File: src/rtl/sfx_pkg.sv
`default_nettype none
// ============================================================================
// Module      : sfx_pkg
// Description : Shared constants for the Pong sound-effect sequencer: note
//               frequencies (Hz), effect ids, effect lengths, FSM state type
//               and the constant note lookup used by the sequencer.
// Revision    : 1.0 - initial release
// ============================================================================
package sfx_pkg;

    // Note frequencies in Hz
    localparam int NOTE_BB    = 466;
    localparam int NOTE_C     = 523;
    localparam int NOTE_D     = 587;
    localparam int NOTE_EB    = 622;
    localparam int NOTE_E     = 659;
    localparam int NOTE_B     = 987;
    // Default "no sound" value, above the audible range of the buzzer
    localparam int SILENCE_HZ = 20000;

    // Effect ids; a higher id has higher priority
    localparam logic [1:0] SFX_PADDLE = 2'd0;
    localparam logic [1:0] SFX_BORDER = 2'd1;
    localparam logic [1:0] SFX_WIN    = 2'd2;

    // Effect lengths in notes
    localparam logic [2:0] LEN_PADDLE = 3'd5;
    localparam logic [2:0] LEN_BORDER = 3'd2;
    localparam logic [2:0] LEN_WIN    = 3'd6;

    typedef enum logic [0:0] {
        ST_IDLE = 1'b0,
        ST_PLAY = 1'b1
    } sfx_state_t;

    // Index of the last note of an effect
    function automatic logic [2:0] sfx_last(input logic [1:0] id);
        case (id)
            SFX_PADDLE: sfx_last = LEN_PADDLE - 3'd1;
            SFX_BORDER: sfx_last = LEN_BORDER - 3'd1;
            SFX_WIN:    sfx_last = LEN_WIN - 3'd1;
            default:    sfx_last = 3'd0;
        endcase
    endfunction

    // Note frequency of a given effect step; 15 bits covers SILENCE_HZ
    function automatic logic [14:0] sfx_note(input logic [1:0] id,
                                             input logic [2:0] step);
        sfx_note = 15'(SILENCE_HZ);
        case (id)
            SFX_PADDLE: begin
                case (step)
                    3'd0, 3'd1:       sfx_note = 15'(NOTE_BB);
                    3'd2, 3'd3, 3'd4: sfx_note = 15'(NOTE_D);
                    default:          sfx_note = 15'(SILENCE_HZ);
                endcase
            end
            SFX_BORDER: begin
                case (step)
                    3'd0:    sfx_note = 15'(NOTE_B);
                    3'd1:    sfx_note = 15'(NOTE_E);
                    default: sfx_note = 15'(SILENCE_HZ);
                endcase
            end
            SFX_WIN: begin
                case (step)
                    3'd0:    sfx_note = 15'(NOTE_BB);
                    3'd1:    sfx_note = 15'(NOTE_C);
                    3'd2:    sfx_note = 15'(NOTE_D);
                    3'd3:    sfx_note = 15'(NOTE_BB);
                    3'd4:    sfx_note = 15'(NOTE_D);
                    3'd5:    sfx_note = 15'(NOTE_EB);
                    default: sfx_note = 15'(SILENCE_HZ);
                endcase
            end
            default: sfx_note = 15'(SILENCE_HZ);
        endcase
    endfunction

endpackage
`default_nettype wire

File: src/rtl/sfx_sequencer_if.sv
`default_nettype none
// ============================================================================
// Module      : sfx_sequencer_if
// Description : Control/status bundle between game logic (master) and the
//               sound-effect sequencer (slave).
//               trig[2:0] effect requests, repeat_en, mute  (master -> slave)
//               tone, busy, sfx_id, step, done               (slave -> master)
// Revision    : 1.0 - initial release
// ============================================================================
interface sfx_sequencer_if #(
    parameter int TONE_W = 32
);
    logic [2:0]        trig;
    logic              repeat_en;
    logic              mute;
    logic [TONE_W-1:0] tone;
    logic              busy;
    logic [1:0]        sfx_id;
    logic [2:0]        step;
    logic              done;

    modport master (
        output trig, repeat_en, mute,
        input  tone, busy, sfx_id, step, done
    );

    modport slave (
        input  trig, repeat_en, mute,
        output tone, busy, sfx_id, step, done
    );
endinterface
`default_nettype wire

File: src/rtl/beat_timer.sv
`default_nettype none
// ============================================================================
// Module      : beat_timer
// Description : Free-running beat divider. Counts 0..DIV-1 and pulses tick
//               for the single cycle the count sits at DIV-1; clear forces
//               the count back to 0 on the next edge.
//               Ports: clk, rst (async, active high), clear -> tick
// Revision    : 1.0 - initial release
// ============================================================================
module beat_timer #(
    parameter int DIV = 4
) (
    input  wire logic clk,
    input  wire logic rst,
    input  wire logic clear,
    output logic      tick
);
    localparam int              c_CW   = (DIV > 1) ? $clog2(DIV) : 1;
    localparam logic [c_CW-1:0] c_LAST = c_CW'(DIV - 1);

    logic [c_CW-1:0] r_cnt;

    always_ff @(posedge clk or posedge rst) begin
        if (rst) begin
            r_cnt <= '0;
        end else if (clear || tick) begin
            r_cnt <= '0;
        end else begin
            r_cnt <= r_cnt + 1'b1;
        end
    end

    assign tick = (r_cnt == c_LAST);
endmodule
`default_nettype wire

File: src/rtl/sfx_sequencer.sv
`default_nettype none
// ============================================================================
// Module      : sfx_sequencer
// Description : Event-driven Pong sound-effect player. Rising edges on
//               trig start paddle/border/win effects with priority
//               preemption and retrigger; notes advance once per beat and
//               a registered tone (Hz) feeds the buzzer tone generator.
//               Ports: clk, rst (async, active high),
//                      bus (sfx_sequencer_if.slave): trig, repeat_en, mute
//                      in; tone, busy, sfx_id, step, done out
// Revision    : 1.0 - initial release
// ============================================================================
module sfx_sequencer
    import sfx_pkg::*;
#(
    parameter int CLK_HZ  = 100_000_000,
    parameter int BEAT_HZ = 8,
    parameter int TONE_W  = 32,
    parameter int SILENCE = SILENCE_HZ
) (
    input  wire logic      clk,
    input  wire logic      rst,
    sfx_sequencer_if.slave bus
);
    localparam int                c_DIV     = CLK_HZ / BEAT_HZ;
    localparam logic [TONE_W-1:0] c_SILENCE = TONE_W'(SILENCE);

    sfx_state_t        r_state;
    logic [2:0]        r_trig_q;
    logic [1:0]        r_id;
    logic [2:0]        r_step;
    logic              r_done;
    logic              r_busy;
    logic [TONE_W-1:0] r_tone;

    sfx_state_t        w_nxt_state;
    logic [1:0]        w_nxt_id;
    logic [2:0]        w_nxt_step;
    logic              w_nxt_done;
    logic              w_clear;
    logic              w_tick;
    logic [2:0]        w_event;
    logic              w_any;
    logic [1:0]        w_sel;
    logic [TONE_W-1:0] w_nxt_tone;

    beat_timer #(
        .DIV (c_DIV)
    ) u_beat_timer (
        .clk   (clk),
        .rst   (rst),
        .clear (w_clear),
        .tick  (w_tick)
    );

    // A held trigger level only fires once
    assign w_event = bus.trig & ~r_trig_q;
    assign w_any   = |w_event;
    assign w_sel   = w_event[2] ? SFX_WIN :
                     w_event[1] ? SFX_BORDER : SFX_PADDLE;

    always_comb begin
        w_nxt_state = r_state;
        w_nxt_id    = r_id;
        w_nxt_step  = r_step;
        w_nxt_done  = 1'b0;
        w_clear     = 1'b0;
        case (r_state)
            ST_IDLE: begin
                // Counter is held at 0 so the first note gets a full beat
                w_clear = 1'b1;
                if (w_any) begin
                    w_nxt_state = ST_PLAY;
                    w_nxt_id    = w_sel;
                    w_nxt_step  = 3'd0;
                end
            end
            ST_PLAY: begin
                // An accepted event wins over a beat boundary on the same edge,
                // which also suppresses the done pulse
                if (w_any && (w_sel >= r_id)) begin
                    w_nxt_id   = w_sel;
                    w_nxt_step = 3'd0;
                    w_clear    = 1'b1;
                end else if (w_tick) begin
                    if (r_step < sfx_last(r_id)) begin
                        w_nxt_step = r_step + 3'd1;
                    end else if (bus.repeat_en) begin
                        w_nxt_step = 3'd0;
                    end else begin
                        w_nxt_state = ST_IDLE;
                        w_nxt_done  = 1'b1;
                    end
                end
            end
            default: begin
                w_nxt_state = ST_IDLE;
            end
        endcase
    end

    // Tone follows the next state so it is valid on the edge the note starts
    assign w_nxt_tone = ((w_nxt_state == ST_PLAY) && !bus.mute) ?
                        TONE_W'(sfx_note(w_nxt_id, w_nxt_step)) : c_SILENCE;

    always_ff @(posedge clk or posedge rst) begin
        if (rst) begin
            r_state  <= ST_IDLE;
            r_trig_q <= 3'd0;
            r_id     <= 2'd0;
            r_step   <= 3'd0;
            r_done   <= 1'b0;
            r_busy   <= 1'b0;
            r_tone   <= c_SILENCE;
        end else begin
            r_state  <= w_nxt_state;
            r_trig_q <= bus.trig;
            r_id     <= w_nxt_id;
            r_step   <= w_nxt_step;
            r_done   <= w_nxt_done;
            r_busy   <= (w_nxt_state == ST_PLAY);
            r_tone   <= w_nxt_tone;
        end
    end

    assign bus.tone   = r_tone;
    assign bus.busy   = r_busy;
    assign bus.sfx_id = r_id;
    assign bus.step   = r_step;
    assign bus.done   = r_done;
endmodule
`default_nettype wire

File: src/flat_wrapper.sv
// flat-port wrapper written by rule: the top's interface ports become plain ports
module sfx_sequencer_flat import sfx_pkg::*;
#(
    parameter int CLK_HZ  = 100_000_000,
    parameter int BEAT_HZ = 8,
    parameter int TONE_W  = 32,
    parameter int SILENCE = SILENCE_HZ
)
  (clk, rst, bus_trig, bus_repeat_en, bus_mute, bus_tone, bus_busy, bus_sfx_id, bus_step, bus_done);
  sfx_sequencer_if #(.TONE_W(TONE_W)) bus_i ();
  input  wire logic clk;
  input  wire logic rst;
  input wire logic [$bits(bus_i.trig)-1:0] bus_trig;
  input wire logic [$bits(bus_i.repeat_en)-1:0] bus_repeat_en;
  input wire logic [$bits(bus_i.mute)-1:0] bus_mute;
  output wire logic [$bits(bus_i.tone)-1:0] bus_tone;
  output wire logic [$bits(bus_i.busy)-1:0] bus_busy;
  output wire logic [$bits(bus_i.sfx_id)-1:0] bus_sfx_id;
  output wire logic [$bits(bus_i.step)-1:0] bus_step;
  output wire logic [$bits(bus_i.done)-1:0] bus_done;
  assign bus_i.trig = bus_trig;
  assign bus_i.repeat_en = bus_repeat_en;
  assign bus_i.mute = bus_mute;
  assign bus_tone = bus_i.tone;
  assign bus_busy = bus_i.busy;
  assign bus_sfx_id = bus_i.sfx_id;
  assign bus_step = bus_i.step;
  assign bus_done = bus_i.done;
  sfx_sequencer #(.CLK_HZ(CLK_HZ), .BEAT_HZ(BEAT_HZ), .TONE_W(TONE_W), .SILENCE(SILENCE)) u_core (.clk(clk), .rst(rst), .bus(bus_i));
endmodule
File: config.mk
export PLATFORM = sky130hd
export DESIGN_NAME = sfx_sequencer_flat
export DESIGN_NICKNAME = d
export VERILOG_FILES = /design/src/rtl/sfx_pkg.sv /design/src/rtl/sfx_sequencer_if.sv /design/src/rtl/beat_timer.sv /design/src/rtl/sfx_sequencer.sv /design/src/flat_wrapper.sv
export SDC_FILE = /design/constraint.sdc
export NUM_CORES = 1
export LEC_CHECK = 0
export BUFFER_PORTS_ARGS = -buffer_cell sky130_fd_sc_hd__clkbuf_2
export CAP_MARGIN = 15
export CORE_MARGIN = 3
export CORE_UTILIZATION = 50
export DETAILED_ROUTE_END_ITERATION = 12
export GPL_TIMING_DRIVEN = 1
export PLACE_DENSITY = 0.73
export SKIP_CTS_REPAIR_TIMING = 1
export SYNTH_ARGS = -nofsm -noshare
export SYNTH_HDL_FRONTEND = slang
export SYNTH_HIERARCHICAL = 1
export SYNTH_SLANG_ARGS = --single-unit
File: constraint.sdc
create_clock -name clk -period 5.2 [get_ports clk]
set_input_delay 0.78 -clock clk [delete_from_list [all_inputs] [get_ports clk]]
set_output_delay 0.78 -clock clk [all_outputs]
set_load 0.02 [all_outputs]
==> run metrics <==
status=completed; Seq/Total Area, Yosys=0.4253; post-place setup slack=1.140 ns; synth top area cells=dfrtp_1 39%, buf_4 6.4%, nor2_1 3.8%; TritonCTS clock tree=built; RSZ-0062 raised after global routing=no; DRT Pass-1 Iters=4; initial DRC count=140; Max IR drop VDD=0.2357 mV; Pwr per Cell Area=~350 nW/µm²; Final TNS setup=0 ns; vias in the first global route=between 1500 and 2000; Die Y=approximately 78 µm; Final min period=between 3 and 4 ns; clock sinks=44; Fmax=between 200 and 300 MHz; Post-Layout Inst Area=around 2800 µm²; post-synthesis async set-or-reset flop share=1.000; Pins Over Slew Limit=0; Synth Register Bits=44; Initial Util=0.5323; EDFF count, synth=0; final setup fails=0; mean number of vias per cell=approximately 5.6; share of layout cells above drive strength 1=0.1966; clock buffer count from CTS=5; Final Util=0.5649; CTS HTree Levels=2; first-pass GRT wire length=8797 µm; cell area after synthesis=2597 µm²; area of the core=between 4000 and 5000 µm²; hpwl dp=around 3500 µm; Detail Route Antenna Nets=0; gpl congestion=0.8536; die area=~6000 µm²; Critical Path Source Type=primary input; M1 GR Usage=0.2394; placed cell count=between 300 and 400; Reg clk slew, reported paths=around 0.080 ns; Final Non-Filler Cells=approximately 360; GR Util met2=0.2851; final hold vios=0; initial antenna violation count=0; pin count of the biggest net entering global routing=25; Hold Crit Class=reg2reg; vias=~2000; Avg WL per Cell=roughly 14 µm; max capacitance violation total=0; routing usage on met3=0.03555; post-route setup slack=~1.4 ns; Area after DPL=2664 µm²; GRT overflow=0; Netlist cell types=57; CP Data Arrival Time=around 4.0 ns; Ys Warns=6; PortBufs=26; Synth area leader=dfrtp_1; Avg Inst Size Synth=between 9 and 10 µm²; Clock Tree Buf Depth=2; CTS Root Cell=clkbuf_8; Core Rows=25; Ant. Diodes=0; final net count=about 300; Max-slew headroom=0.3963; I/O pins=46; Die Wd=78.08 µm; Slew @ Worst Pin=0.9045 ns; Total Routing Usage GR=0.1766; crit path kind=in2reg; final worst path period share=0.7303; Area Growth Syn to Fin=6.117%; crit end category=register; # DRC=0; Crit Path Max Fanout=13; wirelength, routed=between 4000 and 5000 µm; Clock Latency Late Sink=about 0.3 ns; data required time of the critical path=approximately 5.4 ns; Cells after Synth=between 200 and 300; share of the synthesized area in the top cell type=0.3950; grt peak-use layer=met2; LEAKAGE=0.001189 µW; Synth Flop Type=dfrtp_1; clk_skew=0.006172 ns
## area by class of cell
class / instances / area (µm²)
Tap cell: 67 / 83.83
Fill cell: 469 / 2123
Multi-Input combinational cell: 205 / 1287
Sequential cell: 44 / 1105
Clock inverter: 2 / 10.01
Clock buffer: 6 / 82.58
Inverter: 10 / 42.54
Timing Repair Buffer: 28 / 145.1
## critical path, cell delays in order
cell and delay, ns:
clkbuf_2 0.09, nor2b_1 0.29, nand2_1 0.15, ha_1 0.28, nand2b_1 0.14, a21oi_1 0.60
o221ai_1 0.23, o211ai_1 0.73, nor3_1 0.26, a32o_1 0.27, o21a_1 0.17
## state kept, by name (all words and copies together) (netlist names)
name                       count
u_core/bus.tone               10
u_core/r_trig_q                3
u_core/u_beat_timer/r_cnt     24
u_core/bus.step                3
u_core/bus.done                1
u_core/bus.busy                1
u_core/bus.sfx_id              2
## cell families (layout without fill, tap and decap cells)
family | after synthesis | in the layout | share of synthesized area
AO/OA/AOI/OAI | 58 | 58 | 0.1513
XOR/XNOR | 15 | 15 | 0.05058
adder cells (fa/ha/maj) | 5 | 5 | 0.02408
buffers and inverters | 42 | 46 | 0.1050
flip-flops | 44 | 44 | 0.4253
other | 1 | 19 | 0.001444
AND/OR/NAND/NOR | 108 | 108 | 0.2423
## where the power goes
group          internal, µW  total (µW)  switching, µW
Combinational           108         328            219
Sequential              381         418           36.8
Clock                   106         222            116
## metal layers
layer  vias up  wire, µm
li1        980         -
met1       961      2189
met2        59      2444
met3        11       244
met4         0        85
met5         -         0
## through the flow
stage	total power [µW]	hold WS [ns]
CTS	974.0	0.5289
finish	967.7	0.5233
detailed placement	747.6	0.5153
global route	1034	0.5564
floorplan	693.4	0.4752
global placement	743.3	0.5016
## cells in the mapped netlist (all sizes together) (2+ instances only)
cell type,count
a31oi,2
xnor2,11
nand2,14
or3,6
dfrtp,41
o21ai,11
nor4b,2
nor2b,4
or2,3
nand4,7
o221ai,2
a21oi,16
a21o,2
inv,9
dfstp,3
nor2,27
xor2,4
nor4,7
clkbuf,3
ha,5
o22ai,3
and4,3
or4,8
and2,2
o31ai,10
nand2b,7
nand3,9
buf,29
o21bai,2
nor3,5
## layout by cell type, fill, tap and decap left out, types with 3 or more instances in the layout
cell type / n
nand2b_1: 7
inv_1: 9
nor3_1: 5
nor4_1: 7
nor2_1: 26
nand3_1: 7
or4_1: 5
dfstp_2: 3
conb_1: 19
xor2_1: 4
or4_4: 3
xnor2_1: 11
or2_2: 3
a21oi_1: 13
ha_1: 5
dfrtp_1: 41
clkbuf_2: 26
a21oi_2: 3
nand2_1: 14
nor2b_1: 4
o21ai_0: 10
o22ai_1: 3
nand4_1: 6
or3_1: 5
clkbuf_8: 6
o31ai_1: 10
## final timing paths
path | from | end | slack [ns] | depth (start not counted)
worst max-delay path | bus_trig[1] | u_core/bus.tone[0]$_DFF_PP0_ | 1.40 | 11
worst min register to register | u_core/u_beat_timer/r_cnt[0]$_DFF_PP0_ | u_core/u_beat_timer/r_cnt[0]$_DFF_PP0_ | 0.52 | 1
min in group asynchronous | rst | u_core/bus.step[2]$_DFF_PP0_ | 0.59 | 2
worst max register to register | u_core/r_trig_q[1]$_DFF_PP0_ | u_core/bus.tone[0]$_DFF_PP0_ | 1.63 | 10
worst min-delay path | u_core/u_beat_timer/r_cnt[0]$_DFF_PP0_ | u_core/u_beat_timer/r_cnt[0]$_DFF_PP0_ | 0.52 | 1
max in group asynchronous | rst | u_core/u_beat_timer/r_cnt[15]$_DFF_PP0_ | 3.98 | 2
Power figures use the tool's default switching activity.
